## src/rtl/tmp101_pkg.sv

```systemverilog
// tmp101_pkg: shared types and constants for the TMP101 reading assembler.
// Optional build macro: TMP101_AVERAGE_EN (4-sample moving average).
package tmp101_pkg;

  typedef enum logic [1:0] {
    IDLE,
    WAIT_MSB,
    WAIT_LSB,
    CONVERT
  } state_t;

  localparam int RAW_W     = 12;
  localparam int FRAC_W    = 4;
  localparam int INT_W     = 8;
  localparam int AVG_DEPTH = 4;

endpackage

```

## src/rtl/tmp101_raw_to_celsius.sv

```systemverilog
// tmp101_raw_to_celsius: 12-bit two's-complement reading to
// sign / whole degrees / sixteenths of a degree (magnitude form).
module tmp101_raw_to_celsius
  import tmp101_pkg::*;
(
  input  logic [RAW_W-1:0]  raw,
  output logic              sign,
  output logic [INT_W-1:0]  whole,
  output logic [FRAC_W-1:0] frac
);

  logic [RAW_W-1:0] mag;

  // Magnitude: 0x800 negates to itself, read unsigned as 2048.
  always_comb begin
    sign  = raw[RAW_W-1];
    mag   = sign ? -raw : raw;
    whole = mag[RAW_W-1 -: INT_W];
    frac  = mag[FRAC_W-1:0];
  end

endmodule

```

## src/rtl/tmp101_reading_assembler.sv

```systemverilog
// tmp101_reading_assembler: builds TMP101 readings from I2C read bytes.
// Optional build macro: TMP101_AVERAGE_EN (4-sample moving average).
module tmp101_reading_assembler #(
  parameter int RAW_W   = 12,
  parameter int COUNT_W = 8
) (
  input  logic               clock,
  input  logic               Reset,
  input  logic               FrameStart,
  input  logic               FrameAbort,
  input  logic               ByteValid,
  input  logic [7:0]         ReceivedData,
  output logic               TempValid,
  output logic [RAW_W-1:0]   TempRaw,
  output logic               TempSign,
  output logic [7:0]         TempInteger,
  output logic [3:0]         TempFraction,
  output logic [COUNT_W-1:0] SampleCount,
  output logic               ShortFrame,
  output logic               Busy
);
  import tmp101_pkg::*;

  state_t state;
  state_t next;

  logic       cap_msb;
  logic       cap_lsb;
  logic       short_nxt;
  logic [7:0] msb;
  logic [3:0] lsb_hi;

  logic [RAW_W-1:0]  sample;
  logic [RAW_W-1:0]  conv_raw;
  logic              conv_sign;
  logic [INT_W-1:0]  conv_int;
  logic [FRAC_W-1:0] conv_frac;

  assign sample = {msb, lsb_hi};
  assign Busy   = (state != IDLE);

  // State register.
  always_ff @(posedge clock or negedge Reset) begin
    if (!Reset) state <= IDLE;
    else        state <= next;
  end

  // Next state, byte capture strobes and short-frame detection.
  always_comb begin
    next      = state;
    cap_msb   = 1'b0;
    cap_lsb   = 1'b0;
    short_nxt = 1'b0;
    unique case (state)
      IDLE: begin
        if (FrameStart) next = WAIT_MSB;
      end
      WAIT_MSB: begin
        if (FrameStart) begin
          next = WAIT_MSB;
        end else if (FrameAbort) begin
          next = IDLE;
        end else if (ByteValid) begin
          cap_msb = 1'b1;
          next    = WAIT_LSB;
        end
      end
      WAIT_LSB: begin
        if (FrameStart) begin
          next      = WAIT_MSB;
          short_nxt = 1'b1;
        end else if (ByteValid) begin
          cap_lsb = 1'b1;
          next    = CONVERT;
        end else if (FrameAbort) begin
          next      = IDLE;
          short_nxt = 1'b1;
        end
      end
      CONVERT: begin
        next = FrameStart ? WAIT_MSB : IDLE;
      end
      default: next = IDLE;
    endcase
  end

  // Byte holding registers; LSB low nibble is never used.
  always_ff @(posedge clock or negedge Reset) begin
    if (!Reset) begin
      msb    <= '0;
      lsb_hi <= '0;
    end else begin
      if (cap_msb) msb    <= ReceivedData;
      if (cap_lsb) lsb_hi <= ReceivedData[7:4];
    end
  end

`ifdef TMP101_AVERAGE_EN
  // Window = new sample plus the three most recent retained ones.
  logic [RAW_W-1:0]        hist [AVG_DEPTH-1];
  logic                    primed;
  logic signed [RAW_W+1:0] sum;

  // Sign-extended window sum; floor divide by four.
  always_comb begin
    sum = {{2{sample[RAW_W-1]}}, sample};
    for (int i = 0; i < AVG_DEPTH - 1; i++)
      sum = sum + {{2{hist[i][RAW_W-1]}}, hist[i]};
    conv_raw = primed ? RAW_W'(sum >>> 2) : sample;
  end

  // History shift; first conversion preloads every entry.
  always_ff @(posedge clock or negedge Reset) begin
    if (!Reset) begin
      primed <= 1'b0;
      for (int i = 0; i < AVG_DEPTH - 1; i++) hist[i] <= '0;
    end else if (state == CONVERT) begin
      primed  <= 1'b1;
      hist[0] <= sample;
      for (int i = 1; i < AVG_DEPTH - 1; i++)
        hist[i] <= primed ? hist[i-1] : sample;
    end
  end
`else
  // Direct sample.
  always_comb conv_raw = sample;
`endif

  tmp101_raw_to_celsius u_conv (
    .raw   (conv_raw),
    .sign  (conv_sign),
    .whole (conv_int),
    .frac  (conv_frac)
  );

  // Result registers, strobes and sample counter.
  always_ff @(posedge clock or negedge Reset) begin
    if (!Reset) begin
      TempValid    <= 1'b0;
      TempRaw      <= '0;
      TempSign     <= 1'b0;
      TempInteger  <= '0;
      TempFraction <= '0;
      SampleCount  <= '0;
      ShortFrame   <= 1'b0;
    end else begin
      TempValid  <= 1'b0;
      ShortFrame <= short_nxt;
      if (state == CONVERT) begin
        TempValid    <= 1'b1;
        TempRaw      <= conv_raw;
        TempSign     <= conv_sign;
        TempInteger  <= conv_int;
        TempFraction <= conv_frac;
        SampleCount  <= SampleCount + COUNT_W'(1);
      end
    end
  end

endmodule

```

## config.mk

```make
export PLATFORM = sky130hd
export DESIGN_NAME = tmp101_reading_assembler
export DESIGN_NICKNAME = d
export VERILOG_FILES = /design/src/rtl/tmp101_pkg.sv /design/src/rtl/tmp101_raw_to_celsius.sv /design/src/rtl/tmp101_reading_assembler.sv
export SDC_FILE = /design/constraint.sdc
export NUM_CORES = 1
export LEC_CHECK = 0
export ABC_CLOCK_PERIOD_IN_PS = 3600
export CAP_MARGIN = 20
export CELL_PAD_IN_SITES_DETAIL_PLACEMENT = 1
export CELL_PAD_IN_SITES_GLOBAL_PLACEMENT = 2
export CORE_UTILIZATION = 33
export DETAILED_ROUTE_END_ITERATION = 8
export PLACE_DENSITY_LB_ADDON = 0.1
export REMOVE_ABC_BUFFERS = 1
export SYNTH_ARGS = -nofsm -noshare
export SYNTH_HDL_FRONTEND = slang
export SYNTH_SLANG_ARGS = --single-unit
```

## constraint.sdc

```tcl
create_clock -name clock -period 3.6 [get_ports clock]
set_input_delay 0.72 -clock clock [delete_from_list [all_inputs] [get_ports clock]]
set_output_delay 0.72 -clock clock [all_outputs]
set_load 0.02 [all_outputs]
```

==> Word level (Yosys, flattened, before mapping) <==
Cells that the tools add are included.
Widths: inputs -> output; s select.
{ "totals": {"register_bits": 49, "inputBits": 13, "out_inout_bits": 36, "elab_cells": 42} }
{ "op_classes": {"add_sub_neg": 2, "eq_ne": 6, "mux": 21, "n_reduce_logical": 3} }
{ "ops": {"columns": ["op", "n"], "rows": [
  ["$mux 2", 7],
  ["$mux 1", 12],
  ["$mux 12", 1],
  ["$neg 12->12", 1],
  ["$add 8x1->8 const B", 1],
  ["$ne 4x4->1 const B", 2],
  ["$pmux 2 s4", 1],
  ["$eq 2x2->1 const B", 2],
  ["$reduce_and 3->1", 1],
  ["$eq 2x1->1 const B", 1],
  ["$logic_not 2->1", 1],
  ["$ne 2x2->1 const B", 1],
  ["$reduce_bool 2->1", 1]
]} }

==> Longest topological paths before layout <==
Gate-level depths: netlist of run 1.
{ "depth": {"word_depth": 4, "ltp_mapped": 6, "mapped_depth_nobuf": 6} }

==> Cells and area by module <==
Synthesis of run 1 repeated with hierarchy kept, for this count alone.
{ "hier_totals": {"hier_cells": 207, "area_unflattened_um2": 2212.1} }
{ "modules_own_cells": {"columns": ["mod", "instances", "cells_each", "area_each_um2", "seq_area_each_um2"], "rows": [
  ["tmp101_reading_assembler", 1, 175, 1974.4, 1226.2],
  ["tmp101_raw_to_celsius", 1, 32, 237.7, 0.0]
]} }

==> Worst setup path after synthesis of run 1 <==
Ideal clock, no wire load.
{ "synth_path": {"path_type": "input to register", "start": "input FrameAbort", "end": "register msb[0]", "setup_ps": 125, "t_arrival_ps": 1597, "t_required_ps": 3475, "path_slack_ps": 1879, "stages": 3, "n_path_buf": 0, "cell_sequence": "nor3b_1 nand3_1 mux2_2"} }
{ "synth_via": {"elab_chain_len": 3} }
{ "synth_lines": {"columns": ["element", "line", "rtl"], "rows": [
  ["from (decl)", "tmp101_reading_assembler.sv:10", "input logic FrameAbort,"],
  ["$mux 1", "tmp101_reading_assembler.sv:61", "end else if (FrameAbort) begin"],
  ["$mux 1", "tmp101_reading_assembler.sv:59", "if (FrameStart) begin"],
  ["$mux 1", "tmp101_reading_assembler.sv:54", "unique case (state)"],
  ["to (signal assigned)", "tmp101_reading_assembler.sv:93", "if (cap_msb) msb <= ReceivedData;"],
  ["to (decl)", "tmp101_reading_assembler.sv:30", "logic [7:0] msb;"]
]} }
Every way passes these cells.
A chain may end at the register's enable or synchronous reset.

==> Final worst setup path of run 1 <==
{ "layout_path": {"start": "register state[0]", "end": "output Busy"} }
{ "layout_via": {"elab_chain_len": 1} }
{ "layout_lines": {"columns": ["element", "line", "rtl"], "rows": [
  ["from (decl)", "tmp101_reading_assembler.sv:24", "state_t state;"],
  ["from (signal assigned)", "tmp101_reading_assembler.sv:45", "else state <= next;"],
  ["$reduce_bool 2->1", "tmp101_reading_assembler.sv:40", "assign Busy = (state != IDLE);"],
  ["to (decl)", "tmp101_reading_assembler.sv:20", "output logic Busy"]
]} }
Every way passes these cells.

==> flow_metrics.tcl, run 1 <==
set metrics [dict create \
    start_kind "flip-flop" \
    first_pass_iters 4 \
    async_reset_ff_frac 1.00 \
    cts_resized 0 \
    gr-usage-all-layers 0.162 \
    drtIter0Drc 38 \
    r2r-start "lsb_hi[2]" \
    min_path_type "input pin to async pin" \
    cp_num_buf_inv 1 \
    slew_violations 0 \
    p_sw_uw 651 \
    layout_setup_ws_ns 1.31 \
    final_cell_mix "nand2_1, dfrtp_1, clkdlybuf4s50_1" \
    clk_latency_ns 0.30 \
    pwr-share-comb 0.365 \
    cts_made_buffers 5 \
    swShare 0.360 \
    synthesis.area_sq_um 2070 \
    required_ns 2.88 \
    cts_setup_buffers 0 \
    ios 49 \
    die_w_um 81.2 \
    avgRoutedWirePerCell_um 14.9 \
    cp-end-kind "primary output" \
    ys_ff_latch 47 \
    setup_viol 0 \
    drc 0 \
    die_y_um 81.2 \
    clock-root-buffer "clkbuf_8" \
    r2r_slack_ns 1.84 \
    final_nets 256 \
    cp.depth 2 \
    clock_sinks 47 \
    synth_warnings 0 \
    drt-total-wl_um 4720 \
    clock_power_share 0.188 \
    avgSynthCellArea_sq_um 10.7 \
    synthCells 194 \
    hpwl_um 3360 \
    synth_ff_type "dfrtp_1" \
    antenna_left 0 \
    grt_pass1_vias 1643 \
    slowest_delay_ns 0.54 \
    grt_pass1_wl_um 7990 \
    post_dp_cell_area_sq_um 2600 \
    period_share 0.637 \
    max_cap_violations 0 \
    overflow 0 \
    yosysUniqueCellTypes 37 \
    slew_headroom 0.640 \
    finalInstanceArea_sq_um 2720 \
    finalClockSkew_ns 0.00789 \
    rr_worst_depth 4 \
    htreeDepth 2 \
    p_int_mw 1.16 \
    grt_max_degree 48 \
    insertedDiodeCount 0 \
    vias_per_cell 4.85 \
    clk_pin_slew_worst_paths_ns 0.09 \
    ys_seq_area_frac 0.568 \
    ir_drop_mv 0.247 \
    tightest_slew_ns 0.540 \
    core_area_sq_um 5990 \
    critPathTopFamily "buffers and inverters" \
    cp_slowest_cell "clkdlybuf4s50_1" \
    rsz0062_at_grt "false" \
    fin_tns_setup_ns 0 \
    gp_congestion 0.731 \
    p_total_mw 1.81 \
    synth-edff-count 0 \
    area_growth_syn_to_layout_pct 31.4 \
    r2r_end "TempInteger[5]" \
    rows 28 \
    leakage_nw 1.23 \
    fmax_mhz 436 \
    arrival_ns 1.57 \
    pwr_density_cell_nw_per_um2 664 \
    p_seq_frac 0.447 \
    pre_cts_ws_ns 1.21 \
    cts_hold_buf 0 \
    port-buffer-count 48 \
    antenna_found_initial 0 \
    cts_tree "done" \
    status "complete, no violations" \
    hold_violations 0 \
    dieArea_sq_um 6600 \
    min_period_ns 2.29 \
    cp_cell_sequence "or2_2 > clkdlybuf4s50_1" \
    vias 1538 \
    path_class "flip-flop to primary output" \
    clock_path_buffers 2 \
    drive_gt1_frac 0.116 \
    final_common_cell "nand2_1" \
    path_max_fanout 4 \
    initial_utilization 0.346 \
]
metrics by stage:
stage	utilization	hold slack, ns	cells
floorplan	-	0.424	184
CTS	0.451	0.486	316
detailed placement	0.435	0.464	308
global route	0.454	0.312	317
finish	0.454	0.310	317
global placement	0.435	0.459	308
layout make-up:
class	count	area (sq um)
sequential	47	1180
tap	75	93.8
clock inverter	2	16.3
inverter	6	22.5
timing repair buffer	50	503
clock buffer	6	82.6
fill	665	3270
multi-input combinational	131	828
metal layers:
| layer | global-route usage | share of wire | wire length [um] | vias up |
|---|---|---|---|---|
| li1 | - | - | - | 737 |
| met3 | 0.0348 | 0.037 | 176 | 7 |
| met4 | 0.0482 | 0.013 | 61 | 0 |
| met5 | 0 | 0 | 0 | - |
| met2 | 0.282 | 0.50 | 2380 | 34 |
| met1 | 0.200 | 0.45 | 2110 | 760 |
synth_stat cells (all sizes together), types with 2 or more instances:
master,n,area (sq um)
and3,4,25.0
buf,5,26.3
clkbuf,5,18.8
dfrtp,47,1180
ha,2,25.0
inv,6,22.5
mux2,10,113
mux2i,2,20.0
nand2,54,203
nand3,2,10.0
nor2,3,11.3
nor2b,2,12.5
nor3,2,15.0
nor3b,2,15.0
o21ai,15,75.1
o41ai,3,60.1
or4,2,18.8
xnor2,8,70.1
xor2,7,61.3
power groups by stage:
stage	clock, mW	combinational (mW)	sequential, mW
2_1_floorplan	0	0.208	0.938
3_5_place_dp	0	0.668	0.821
5_1_grt	0.374	0.720	0.833
4_1_cts	0.354	0.669	0.811
3_3_place_gp	0	0.655	0.809
6_report	0.340	0.659	0.808
cells by family after synthesis:
family / count (synthesis) / share of synthesized area
DFF: 47 / 0.568
xor gates and xnor gates: 15 / 0.0634
muxes: 12 / 0.0640
buffers and inverters: 16 / 0.0326
AOI/OAI and AO/OA: 26 / 0.0954
and+or+nand+nor: 76 / 0.165
adders and majority gates: 2 / 0.0121
worst reg2reg max path, stage by stage, from the launching register on:
cell,delay [ns]
dfrtp_1,0.49
or4_4,0.58
o41ai_4,0.32
xor2_1,0.18
o21ai_1,0.07
how the worst max path moves through the flow:
stage,from,endpoint,slack (ns)
after floorplan,state[1],SampleCount[7],1.69
after CTS,state[0],Busy,1.30
final,state[0],Busy,1.31
after global routing,state[0],Busy,1.28
after global placement,FrameAbort,msb[1],1.25
after detailed placement,FrameAbort,msb[7],1.21
state kept, by name (all words and copies together) (netlist names):
name	flops
TempRaw	11
SampleCount	8
TempInteger	8
msb	8
lsb_hi	4
TempFraction	3
state	2
ShortFrame	1
TempSign	1
TempValid	1
No activity file was read; power rests on OpenSTA's default activity.
==> run 2, diff against run 1 <==
ABC_CLOCK_PERIOD_IN_PS = 2000   (was 3600)
CORE_UTILIZATION = 28   (was 33)
clock period = 2 ns   (was 3.6 ns; I/O delays follow)
==> flow_metrics.tcl, run 2 (same netlist as run 1, synthesis figures left out) <==
set metrics [dict create \
    status "complete, no violations" \
    area_growth_syn_to_layout_pct 33.5 \
    clk_latency_ns 0.30 \
    vias_per_cell 4.40 \
    drive_gt1_frac 0.125 \
    clk_pin_slew_worst_paths_ns 0.08 \
    setup_viol 0 \
    cp-end-kind "primary output" \
    hold_ws_ns 0.451 \
    drt-total-wl_um 4680 \
    rsz0062_at_grt "false" \
    dieArea_sq_um 7750 \
    cts_setup_buffers 0 \
    ios 49 \
    clock-root-buffer "clkbuf_8" \
    clock_path_buffers 2 \
    pwr_density_cell_nw_per_um2 1150 \
    wl_met2_um 2100 \
    clock_sinks 47 \
    min_path_type "input pin to async pin" \
    slew_headroom 0.654 \
    fmax_mhz 517 \
    tightest_slew_ns 0.519 \
    layout_setup_ws_ns 0.0667 \
    start_kind "flip-flop" \
    min_period_ns 1.93 \
    finalClockSkew_ns 0.00746 \
    p_total_mw 3.18 \
    first_pass_iters 4 \
    overflow 0 \
    final_common_cell "nand2_1" \
    vias 1512 \
    grt_pass1_vias 1592 \
    die_y_um 88.0 \
    wl_met1_um 2330 \
    final_nets 262 \
    gp_congestion 0.677 \
    port-buffer-count 48 \
    largest_reg_flops 11 \
    antenna_left 0 \
    gr-usage-all-layers 0.138 \
    leakage_nw 1.25 \
    ir_drop_mv 0.356 \
    period_share 0.967 \
    htreeDepth 2 \
    core_area_sq_um 6980 \
    antenna_found_initial 0 \
    insertedDiodeCount 0 \
    cts_made_buffers 5 \
    hold_violations 0 \
    avgRoutedWirePerCell_um 13.6 \
    die_w_um 88.0 \
    highest_layer "met4" \
    regMostFlops "TempRaw" \
    cts_tree "done" \
    slew_violations 0 \
    initial_utilization 0.297 \
    pre_cts_ws_ns 0.240 \
    grt_max_degree 27 \
    hpwl_um 3510 \
    rows 30 \
    grt_pass1_wl_um 8070 \
    final_cell_mix "nand2_1, dfrtp_1, clkdlybuf4s50_1" \
    drtIter0Drc 84 \
    required_ns 1.60 \
    arrival_ns 1.53 \
    fin_tns_setup_ns 0 \
    path_class "flip-flop to primary output" \
    wl_met3_um 206 \
    drc 0 \
    path_max_fanout 4 \
    max_cap_violations 0 \
]
[run 2: final timing paths]
path                                 start              to  slack [ns]  depth (start not counted)
worst min-delay path                 Reset       TempValid        0.45                          2
max in group asynchronous            Reset      TempRaw[8]        0.99                          3
worst max-delay path              state[0]            Busy        0.07                          2
worst min register to register  TempRaw[2]      TempRaw[2]        0.48                          2
worst max register to register      msb[0]  TempInteger[5]        0.30                          4
min in group clock              TempRaw[2]      TempRaw[2]        0.48                          2
[run 2: repair_timing]
item | in CTS | in global routing
gates resized for setup | 0 | 0
hold buffers | 1 | 0
endpoints found under the hold margin | 4 | 0
[run 2: layout make-up]
class,instances,area (sq um)
Inverter,6,22.5
Fill cell,801,4220
Clock buffer,7,76.3
Clock inverter,1,5.00
Sequential cell,47,1180
Timing Repair Buffer,56,538
Tap cell,96,120
Multi-Input combinational cell,131,828
[run 2: power breakdown]
part	internal (mW)	switching, mW
Sequential	1.20	0.245
Clock	0.246	0.296
Combinational	0.604	0.587
Total	2.05	1.13
[run 2: stage by stage]
step	util	instance area [sq um]	std cells
after floorplan	-	2030	184
after global placement	0.383	2680	335
after detailed placement	0.383	2680	335
after CTS	0.396	2770	344
after global routing	0.396	2770	344
final	0.396	2770	344
[run 2: critical path, stage by stage, from the launching register on]
cell and delay [ns]:
dfrtp_1 0.41, or2_2 0.30, clkdlybuf4s50_1 0.54
[run 2: per-layer routing]
layer  up-vias  GRT usage
li1        747          -
met1       726      0.190
met2        33      0.218
met3         6     0.0339
met4         0     0.0352
met5         -          0
